[config.mk]
export PLATFORM = sky130hd
export DESIGN_NAME = pc_control_unit
export DESIGN_NICKNAME = d
export VERILOG_FILES = /design/src/rtl/wisc_pkg.sv /design/src/rtl/branch_cond_eval.sv /design/src/rtl/pc_control_unit.sv
export SDC_FILE = /design/constraint.sdc
export NUM_CORES = 1
export LEC_CHECK = 0
export BUFFER_PORTS_ARGS = -buffer_cell sky130_fd_sc_hd__clkbuf_2
export CAP_MARGIN = 5
export CORE_MARGIN = 1.5
export CORE_UTILIZATION = 40
export CTS_CLUSTER_DIAMETER = 120
export DETAILED_ROUTE_END_ITERATION = 16
export HOLD_SLACK_MARGIN = 0.15
export PLACE_DENSITY = 0.65
export SYNTH_ARGS = -nofsm -noshare
export SYNTH_HDL_FRONTEND = slang
export SYNTH_SLANG_ARGS = --single-unit
[constraint.sdc]
create_clock -name clk -period 3.7 [get_ports clk]
set_clock_uncertainty 0.15 [all_clocks]
set_input_delay 0.185 -clock clk [delete_from_list [all_inputs] [get_ports clk]]
set_output_delay 0.185 -clock clk [all_outputs]
set_load 0.005 [all_outputs]
[src/rtl/wisc_pkg.sv]
// Shared WISC encodings: opcodes, branch condition codes, flag bit positions.
// Latency: n/a (constants and types only).
// Backpressure: n/a.
package wisc_pkg;

  // Opcodes live in instr[15:12]
  localparam logic [3:0] OP_B   = 4'b1100;
  localparam logic [3:0] OP_BR  = 4'b1101;
  localparam logic [3:0] OP_PCS = 4'b1110;
  localparam logic [3:0] OP_HLT = 4'b1111;

  // Branch condition codes live in instr[11:9]
  localparam logic [2:0] CC_NE     = 3'b000;
  localparam logic [2:0] CC_EQ     = 3'b001;
  localparam logic [2:0] CC_GT     = 3'b010;
  localparam logic [2:0] CC_LT     = 3'b011;
  localparam logic [2:0] CC_GTE    = 3'b100;
  localparam logic [2:0] CC_LTE    = 3'b101;
  localparam logic [2:0] CC_OVFL   = 3'b110;
  localparam logic [2:0] CC_UNCOND = 3'b111;

  // Bit positions inside the {Z,V,N} flag vector
  localparam int FLAG_N = 0;
  localparam int FLAG_V = 1;
  localparam int FLAG_Z = 2;

  // Halt latch states
  typedef enum logic {
    ST_RUN  = 1'b0,
    ST_HALT = 1'b1
  } halt_state_t;

  // True for either branch form (PC-relative or register)
  function automatic logic is_branch_op(input logic [3:0] opcode);
    return (opcode == OP_B) || (opcode == OP_BR);
  endfunction

endpackage

[src/rtl/branch_cond_eval.sv]
// Evaluates a 3-bit branch condition against the registered {Z,V,N} flags.
// Latency: purely combinational.
// Backpressure: none.
module branch_cond_eval
  import wisc_pkg::*;
(
  input  logic [2:0] ccc,
  input  logic [2:0] flags,
  output logic       cond
);

  logic flag_z;
  logic flag_v;
  logic flag_n;

  assign flag_z = flags[FLAG_Z];
  assign flag_v = flags[FLAG_V];
  assign flag_n = flags[FLAG_N];

  // Condition decode; GTE is written out literally as Z | GT
  always_comb begin
    cond = 1'b0;
    case (ccc)
      CC_NE:     cond = !flag_z;
      CC_EQ:     cond = flag_z;
      CC_GT:     cond = !flag_z && !flag_n;
      CC_LT:     cond = flag_n;
      CC_GTE:    cond = flag_z || (!flag_z && !flag_n);
      CC_LTE:    cond = flag_n || flag_z;
      CC_OVFL:   cond = flag_v;
      CC_UNCOND: cond = 1'b1;
      default:   cond = 1'b0;
    endcase
  end

endmodule

[src/rtl/pc_control_unit.sv]
// Fetch-side PC, N/Z/V flag register and halt latch; resolves B/BR/PCS/HLT.
// Latency: one cycle from instruction to updated pc/flags/halted.
// Backpressure: none; HALT freezes pc and flags until reset.
module pc_control_unit
  import wisc_pkg::*;
#(
  parameter int                DATA_W   = 16,
  parameter logic [DATA_W-1:0] RESET_PC = 16'h0000
) (
  input  logic              clk,
  input  logic              rst,
  input  logic [DATA_W-1:0] instr,
  input  logic [DATA_W-1:0] reg_target,
  input  logic [2:0]        alu_flags,
  input  logic [2:0]        flag_wen,
  output logic [DATA_W-1:0] pc,
  output logic [DATA_W-1:0] pc_plus2,
  output logic              branch_taken,
  output logic [2:0]        flags,
  output logic              halted
);

  halt_state_t       state;
  halt_state_t       state_next;
  logic [DATA_W-1:0] pc_next;
  logic [DATA_W-1:0] b_offset;
  logic [DATA_W-1:0] branch_target;
  logic [3:0]        opcode;
  logic [2:0]        ccc;
  logic              cond;

  assign opcode = instr[15:12];
  assign ccc    = instr[11:9];

  // Sign-extended 9-bit word offset, converted to a byte offset
  assign b_offset = {{(DATA_W-10){instr[8]}}, instr[8:0], 1'b0};

  // Both additions wrap naturally at DATA_W bits
  assign pc_plus2 = pc + DATA_W'(2);

  // BR target passes bit 0 through untouched; alignment is software's job
  assign branch_target = (opcode == OP_BR) ? reg_target : (pc_plus2 + b_offset);

  branch_cond_eval u_cond (
    .ccc   (ccc),
    .flags (flags),
    .cond  (cond)
  );

  assign halted       = (state == ST_HALT);
  assign branch_taken = is_branch_op(opcode) && cond && !halted;

  // Next-state and next-pc selection; HLT and HALT both hold the pc
  always_comb begin
    state_next = state;
    pc_next    = pc_plus2;
    case (state)
      ST_RUN: begin
        if (opcode == OP_HLT) begin
          state_next = ST_HALT;
          pc_next    = pc;
        end else if (branch_taken) begin
          pc_next = branch_target;
        end
      end
      ST_HALT: begin
        pc_next = pc;
      end
      default: begin
        state_next = ST_RUN;
        pc_next    = pc;
      end
    endcase
  end

  // PC and halt-state registers; reset beats everything
  always_ff @(posedge clk) begin
    if (!rst) begin
      state <= ST_RUN;
      pc    <= RESET_PC;
    end else begin
      state <= state_next;
      pc    <= pc_next;
    end
  end

  // Flag register: per-bit write enables, frozen while halted
  always_ff @(posedge clk) begin
    if (!rst) begin
      flags <= 3'b000;
    end else if (state == ST_RUN) begin
      flags <= (flags & ~flag_wen) | (alu_flags & flag_wen);
    end
  end

endmodule

==> results of run 1 <==
-- where the power goes --
part	switching [mW]	total, mW	internal [mW]
sequential	0.0193	0.247	0.227
combinational	0.154	0.281	0.127
clock	0.0807	0.176	0.0950
-- Yosys cell counts, drive strengths merged, types with 4 or more instances --
| cell type | number | area (um^2) |
|---|---|---|
| nand2 | 32 | 120 |
| nor4 | 5 | 46.3 |
| nor2b | 6 | 37.5 |
| nand3 | 22 | 128 |
| inv | 15 | 56.3 |
| a31oi | 5 | 31.3 |
| nor3 | 8 | 51.3 |
| nand4 | 6 | 52.6 |
| nand4b | 4 | 35.0 |
| mux2i | 6 | 60.1 |
| buf | 9 | 63.8 |
| o21a | 7 | 52.6 |
| xnor2 | 11 | 96.3 |
| clkbuf | 9 | 33.8 |
| ha | 18 | 225 |
| or3 | 6 | 42.5 |
| o2111ai | 4 | 35.0 |
| o21ai | 16 | 80.1 |
| dfxtp | 20 | 400 |
| o211ai | 6 | 50.1 |
| xor2 | 4 | 35.0 |
| nor2 | 18 | 70.1 |
| a21oi | 33 | 165 |
| nor3b | 4 | 35.0 |
-- how the worst max path moves through the flow --
stage / endpoint / slack, ns / startpoint
detailed placement: pc[15]$_SDFFE_PN0P_ / 0.41 / pc[5]$_SDFFE_PN0P_
global placement: pc[15]$_SDFFE_PN0P_ / 0.45 / pc[5]$_SDFFE_PN0P_
finish: pc[15]$_SDFFE_PN0P_ / 0.41 / pc[5]$_SDFFE_PN0P_
CTS: pc[15]$_SDFFE_PN0P_ / 0.39 / pc[5]$_SDFFE_PN0P_
floorplan: pc[15]$_SDFFE_PN0P_ / 0.75 / pc[3]$_SDFFE_PN0P_
global route: pc[15]$_SDFFE_PN0P_ / 0.11 / pc[5]$_SDFFE_PN0P_
-- through the flow --
step	instance area, um^2	power, mW
after detailed placement	2850	0.523
after CTS	3010	0.710
after global placement	2850	0.518
final	3010	0.703
after global routing	3010	0.751
after floorplan	2430	0.429
-- final cells by class --
type                    count  share of cell area
inverters                  15              0.0187
repair buffers             92               0.175
clock buffers               4              0.0183
multi-input cells         266               0.623
flip-flops and latches     20               0.133
well taps                  75              0.0312
-- metal layers --
metal | global-route usage | up-vias
li1 | - | 1355
met1 | 0.278 | 1247
met2 | 0.415 | 82
met3 | 0.0416 | 5
met4 | 0.0259 | 0
met5 | 0 | -
-- critical path, cell delays in order, from the launching register on --
cell,delay (ns)
dfxtp_1,0.52
nand3_2,0.13
or2_1,0.31
nor3_4,0.31
xor2_1,0.25
ha_1,0.34
and2_1,0.18
o21ai_0,0.28
nand3_1,0.12
o21ai_0,0.29
a21oi_1,0.11
and4b_1,0.25
-- cells by family (layout without fill, tap and decap cells) --
family                   after synthesis  count (layout)  share of synthesized area
AND/OR/NAND/NOR                      125             125                      0.302
AO/OA/AOI/OAI                        100             100                      0.285
buffers and inverters                 33             111                     0.0633
flip-flops                            20              20                      0.165
adder cells (fa/ha/maj)               19              19                      0.101
XOR/XNOR                              15              15                     0.0540
multiplexers                           7               7                     0.0309
-- what timing repair did --
| item | 4_1_cts | 5_1_grt |
|---|---|---|
| hold endpoints to repair | 10 | 0 |
| buffers inserted | 0 | 0 |
| setup endpoints to repair | 0 | 0 |
| hold buffers | 11 | 0 |
==> reports/results.ini, run 1 <==
[sta]
relSlewSlack=0.518
max_slew.worst_pin.slew_ns=0.723
timing.final.crit_share=0.889
drv_slew=0
clock.fmax_mhz=304
period_needed_ns=3.29
timing.hold.ws_ns=0.169
rsz0062_at_grt=false
setup_slack_ns=0.410
setup_viol=0
finalSetupTns_ns=0
hold_viol_final=0

[floorplan]
die_x_um=81.0
die_y_um=81.0
coreArea_mm2=0.00589
pin_count=77
row_count=28
die_area_mm2=0.00655
start_util=0.413

[placement]
dp_cells=457
post-place-ws_ns=0.409
io_buffers=76
gp_congestion=0.871
dp_hpwl_um=5620

[layout]
layout-drive-gt1-share=0.254
final_cell_mix=clkbuf_2 (76), a21oi_1 (33), nand2_1 (32)
regArea_um2=400
areaGrowthSynthToFinish_pct=23.8
fin_nets=457
multi_input_area_mm2=0.00188
diodes=0
nFillCells=606
final_common_cell=clkbuf_2
final_cells=472
final_core_utilization=0.511

[global_routing]
antenna_found_initial=0
grt_overflow_total=0
track_usage=0.225
grt_pass1_wl_um=11500
grt_pass1_vias=2470
grt_max_degree=30

[setup_path]
r2r.worst_path.cells=11
crit_arrival_ns=3.35
r2r_start=pc[5]$_SDFFE_PN0P_
rrSetupSlack_ns=0.41
crit_type=reg2reg
crit_required_ns=3.76
rr_endpoint=pc[15]$_SDFFE_PN0P_
critical_path_peak_fanout=7
cp-start-kind=flop
end_kind=flop

[pwr]
power.density_mw_per_mm2=234
p_leak_nw=1.35
ir_drop_uv=194

[clock_network]
max-clock-path-buffers=2
clkTransAtPathRegs_ns=0.08
numCtsBuffers=3
cts_root_buf=clkbuf_8
cts_tree=done
htree_levels=1
clock-sinks=20
clock_latency_ns=0.26
ctsResizeCount=0

[synth]
yosysUniqueCellTypes=74
avgSynthCellArea_um2=7.62
synth-edff-count=0
yosys_warnings=0
synth_ff_type=dfxtp_1
synth-seq-area-share=0.165
synth_seq_cells=20
async_reset_ff_frac=0
synthCells=319
syn_nets=378
syn_area_mm2=0.00243

[route]
topRoutingLayerUsed=met4
drt_iter0_drc=137
met2_length_um=3770
drc=0
routed-wl-met3_um=449
vias_per_cell=5.70
drt-pass1-iter-count=5
routed_wl_um=7350
wl_per_cell_um=15.6
antenna_left=0
vias=2689
wl_met1_um=3100

[hold_path]
worstHoldStart=reg_target[4]
min_path_cells=5
holdPathEnd=pc[4]$_SDFFE_PN0P_
hp-class=in2reg

[flow_run]
max-cap-violations=0

[status]
status=finished clean

Note: power is estimated with default switching activity, not from simulation.
==> inputs of run 2 (changes only) <==
- CORE_UTILIZATION: 40 -> 35
- PLACE_DENSITY: 0.65 -> 0.58
==> reports/results.ini, run 2 (same netlist as run 1, synthesis figures left out) <==
[floorplan]
start_util=0.360
pin_count=77
die_x_um=86.3
coreArea_mm2=0.00676
die_y_um=86.3
die_area_mm2=0.00745
row_count=30

[clock_network]
clock-sinks=20
clkTransAtPathRegs_ns=0.08
max-clock-path-buffers=2
ctsResizeCount=0
clock_latency_ns=0.26
postCtsSetupBuffers=0
cts_tree=done
cts_root_buf=clkbuf_8
numCtsBuffers=3
htree_levels=1

[layout]
nFillCells=723
final_core_utilization=0.439
final_cell_mix=clkbuf_2 (76), a21oi_1 (33), nand2_1 (32)
layout-drive-gt1-share=0.253
final_common_cell=clkbuf_2
finalInstanceArea_mm2=0.00297
diodes=0
areaGrowthSynthToFinish_pct=22.0
fin_nets=453

[setup_path]
crit_required_ns=3.71
cp-endpoint=pc[15]$_SDFFE_PN0P_
crit_start=pc[4]$_SDFFE_PN0P_
rrSetupSlack_ns=0.35
end_kind=flop
r2r.worst_path.cells=11
crit_type=reg2reg
rr_endpoint=pc[15]$_SDFFE_PN0P_
r2r_start=pc[4]$_SDFFE_PN0P_
crit_arrival_ns=3.37
cp-start-kind=flop
critical_path_peak_fanout=7

[placement]
dp_hpwl_um=5740
post-place-ws_ns=0.370
place_area_mm2=0.00284
gp_congestion=0.820
io_buffers=76

[pwr]
power.density_mw_per_mm2=228
ir_drop_uv=131
p_leak_nw=1.33
power_uw=676

[route]
drc=0
antenna_left=0
vias=2677
routed_wl_um=7470
drt-pass1-iter-count=4
wl_per_cell_um=15.8
drt_iter0_drc=143
vias_per_cell=5.67

[hold_path]
hp-class=in2reg

[global_routing]
track_usage=0.194
grt_overflow_total=0
grt_pass1_wl_um=11500
grt_max_degree=30
antenna_found_initial=0
grt_pass1_vias=2366

[sta]
drv_slew=0
rsz0062_at_grt=false
setup_slack_ns=0.347
setup_viol=0
max_slew.worst_pin.slew_ns=0.861
finalSetupTns_ns=0
timing.final.crit_share=0.906
clock.fmax_mhz=298
period_needed_ns=3.35
relSlewSlack=0.423
hold_viol_final=0

[status]
status=finished clean

[flow_run]
max-cap-violations=0

-- run 2: timing repair --
action | 4_1_cts | 5_1_grt
hold buffers | 8 | 0
hold endpoints to repair | 7 | 0
setup endpoints to repair | 0 | 0
-- run 2: metal layers --
layer,up-vias,global-route usage,wire length (um)
li1,1343,-,-
met1,1250,0.253,3280
met2,79,0.344,3720
met3,5,0.0286,421
met4,0,0.0308,46
met5,-,0,0
-- run 2: final cells by class --
class	instances	area [um^2]	share of cell area
inverter	15	56.3	0.0190
multi-input combinational	266	1880	0.633
tap	80	100	0.0338
clock buffer	3	41.3	0.0139
sequential	20	400	0.135
timing repair buffer	88	490	0.165
-- run 2: worst min path at each step --
stage	startpoint	to	slack, ns	cells after the start
floorplan	alu_flags[2]	flop	0.18	2
global placement	alu_flags[1]	flop	0.27	3
detailed placement	reg_target[0]	pc[0]$_SDFFE_PN0P_	0.28	3
CTS	reg_target[1]	pc[1]$_SDFFE_PN0P_	0.15	4
global route	reg_target[4]	pc[4]$_SDFFE_PN0P_	0.17	5
finish	reg_target[1]	pc[1]$_SDFFE_PN0P_	0.15	4
-- run 2: where the power goes --
group	switching [mW]	total, mW	internal, mW
combinational	0.153	0.277	0.125
sequential	0.0193	0.247	0.227
clock	0.0785	0.151	0.0728
-- run 2: metrics by stage --
step / std cells / hold WS (ns)
3_5_place_dp: 461 / 0.278
6_report: 472 / 0.152
4_1_cts: 472 / 0.151
5_1_grt: 472 / 0.173
3_3_place_gp: 461 / 0.272
2_1_floorplan: 319 / 0.182
-- run 2: worst max-delay path, cell delays in order (launching register included) --
cell	delay, ns
dfxtp_1	0.50
nand3_2	0.13
or2_1	0.30
nor3_4	0.33
xor2_1	0.27
ha_1	0.36
and2_1	0.19
o21ai_0	0.33
nand4_1	0.14
o21a_1	0.22
a21oi_1	0.14
and4b_1	0.20
==> inputs of run 3 (changes only) <==
- ABC_AREA: not set -> 1
- PLACE_DENSITY: 0.58 -> 0.59
==> reports/results.ini, run 3 <==
[status]
status=finished clean

[clock_network]
clock-sinks=20
numCtsBuffers=3
max-clock-path-buffers=2
cts_tree=done
clkTransAtPathRegs_ns=0.09
postCtsSetupBuffers=0
htree_levels=1
cts_root_buf=clkbuf_8
clock_latency_ns=0.26

[setup_path]
slowest_delay_ns=0.36
path_common_cell=nand2_1
critical_path_peak_fanout=7
crit_type=reg2reg
path_delay_family=simple AND/OR/NAND/NOR gates
cp_slowest_cell=dfxtp_1
crit_arrival_ns=2.95
cp_cell_sequence=ha_1 > nand3_2 > nor2_4 > nand2_2 > nor2_2 > nand2_1 > xor2_1 > inv_1 > ha_1 > nand2_1 > inv_1 > nand2_1 > nand2_1 > a21oi_1 > nand2_1 > nand3_1 > nand3_1 > nand2_1 > a21oi_2
cp-start-kind=flop
end_kind=flop
crit_buf_inv=2
crit_required_ns=3.71

[synth]
syn_nets=427
avgSynthCellArea_um2=6.05
syn_area_mm2=0.00222
yosys-top-cells-area=dfxtp_1 (18%), nand2_1 (17%), ha_1 (10%)
yosys_warnings=0
synth_seq_cells=20
synth_top_area_share=0.180
async_reset_ff_frac=0
synth-edff-count=0
synthCells=368
synth_ff_type=dfxtp_1
synth-seq-area-share=0.180
yosysTopAreaCell=dfxtp_1
synthTopCellsByCount=nand2_1 (100), inv_1 (44), nor2_1 (38)
yosysUniqueCellTypes=35
synth_most_common_cell=nand2_1

[route]
drt_iter0_drc=189
drc=0
drt-pass1-iter-count=4
antenna_left=0
routed_wl_um=6920
vias_per_cell=4.90
vias=2624
wl_per_cell_um=12.9

[global_routing]
grt_pass1_wl_um=10900
grt_max_degree=25
antenna_found_initial=0
track_usage=0.209
grt_overflow_total=0
grt_pass1_vias=2345

[sta]
max_slew.worst_pin.slew_ns=0.555
hold_viol_final=0
rsz0062_at_grt=false
relSlewSlack=0.629
drv_slew=0
period_needed_ns=2.94
finalSetupTns_ns=0
timing.final.crit_share=0.795
clock.fmax_mhz=340
setup_slack_ns=0.757
setup_viol=0

[pwr]
power_uw=811
ir_drop_uv=123
p_leak_nw=1.56
power.density_mw_per_mm2=278

[hold_path]
hp-class=in2reg

[floorplan]
row_count=28
start_util=0.369
die_y_um=82.7
die_x_um=82.7
die_area_mm2=0.00684
pin_count=77
coreArea_mm2=0.00603

[layout]
diodes=0
final_common_cell=nand2_1
fin_nets=520
layout-drive-gt1-share=0.226
areaGrowthSynthToFinish_pct=31.0
final_cell_mix=nand2_1 (100), clkbuf_2 (76), inv_1 (44)

[placement]
gp_congestion=0.886
io_buffers=76
dp_hpwl_um=5530
post-place-ws_ns=0.803

[flow_run]
max-cap-violations=0

run 3: changes by cell type after synthesis, moves of 5 or more:
cell / delta
nand3_1: +7
inv_1: +30
nand2_1: +68
xnor2_1: -5
nor2_1: +21
or3_1: -5
mux2i_1: -6
clkbuf_1: -8
nor2b_1: -6
o21a_1: -7
o21ai_0: +17
nor3_1: -5
run 3: tightest hold or removal path, stage by stage:
cell and delay, ns:
clkbuf_2 0.08, nand2_1 0.04, o21ai_0 0.06, nor2_1 0.04, o21ai_0 0.12
run 3: power by group:
part | internal [mW] | total [mW] | switching (mW)
sequential | 0.231 | 0.253 | 0.0212
combinational | 0.142 | 0.332 | 0.190
clock | 0.144 | 0.227 | 0.0824
run 3: cell families (layout without fill, tap and decap cells):
group / after synthesis / in the layout / synth area share
buf+inv: 55 / 147 / 0.0967
xor+xnor: 16 / 16 / 0.0697
compound gates: 73 / 73 / 0.179
fa+ha+maj: 19 / 19 / 0.110
flops: 20 / 20 / 0.180
simple gates: 185 / 185 / 0.364
run 3: what timing repair did:
action,CTS,global route
hold buffers,16,0
resized for setup,0,0
endpoints found under the hold margin,15,0
run 3: through the flow:
stage	utilization	hold slack (ns)	cell area, um^2	cells
final	0.484	0.146	2910	535
after CTS	0.484	0.152	2910	535
after floorplan	-	0.173	2220	368
after global placement	0.445	0.301	2680	515
after detailed placement	0.445	0.304	2680	515
after global routing	0.484	0.196	2910	535
run 3: layout make-up:
| cell class | instances | area [um^2] |
|---|---|---|
| Sequential cell | 20 | 400 |
| Timing Repair Buffer | 94 | 556 |
| Clock inverter | 1 | 30.0 |
| Multi-Input combinational cell | 293 | 1610 |
| Tap cell | 75 | 93.8 |
| Fill cell | 635 | 3110 |
| Inverter | 49 | 184 |
| Clock buffer | 3 | 41.3 |
run 3: final timing paths:
kind	endpoint	cells past startpoint	from	slack, ns
worst max-delay path	pc[15]$_SDFFE_PN0P_	19	pc[2]$_SDFFE_PN0P_	0.76
worst min register to register	pc[4]$_SDFFE_PN0P_	2	pc[4]$_SDFFE_PN0P_	0.39
worst min-delay path	pc[7]$_SDFFE_PN0P_	5	reg_target[7]	0.15
worst max register to register	pc[15]$_SDFFE_PN0P_	19	pc[2]$_SDFFE_PN0P_	0.76
run 3: per-layer routing:
metal,vias to the layer above,global-route usage,wire (um)
met2,62,0.337,3080
met5,-,0,0
met4,0,0.0700,108
li1,1378,-,-
met1,1176,0.294,3380
met3,8,0.0121,350
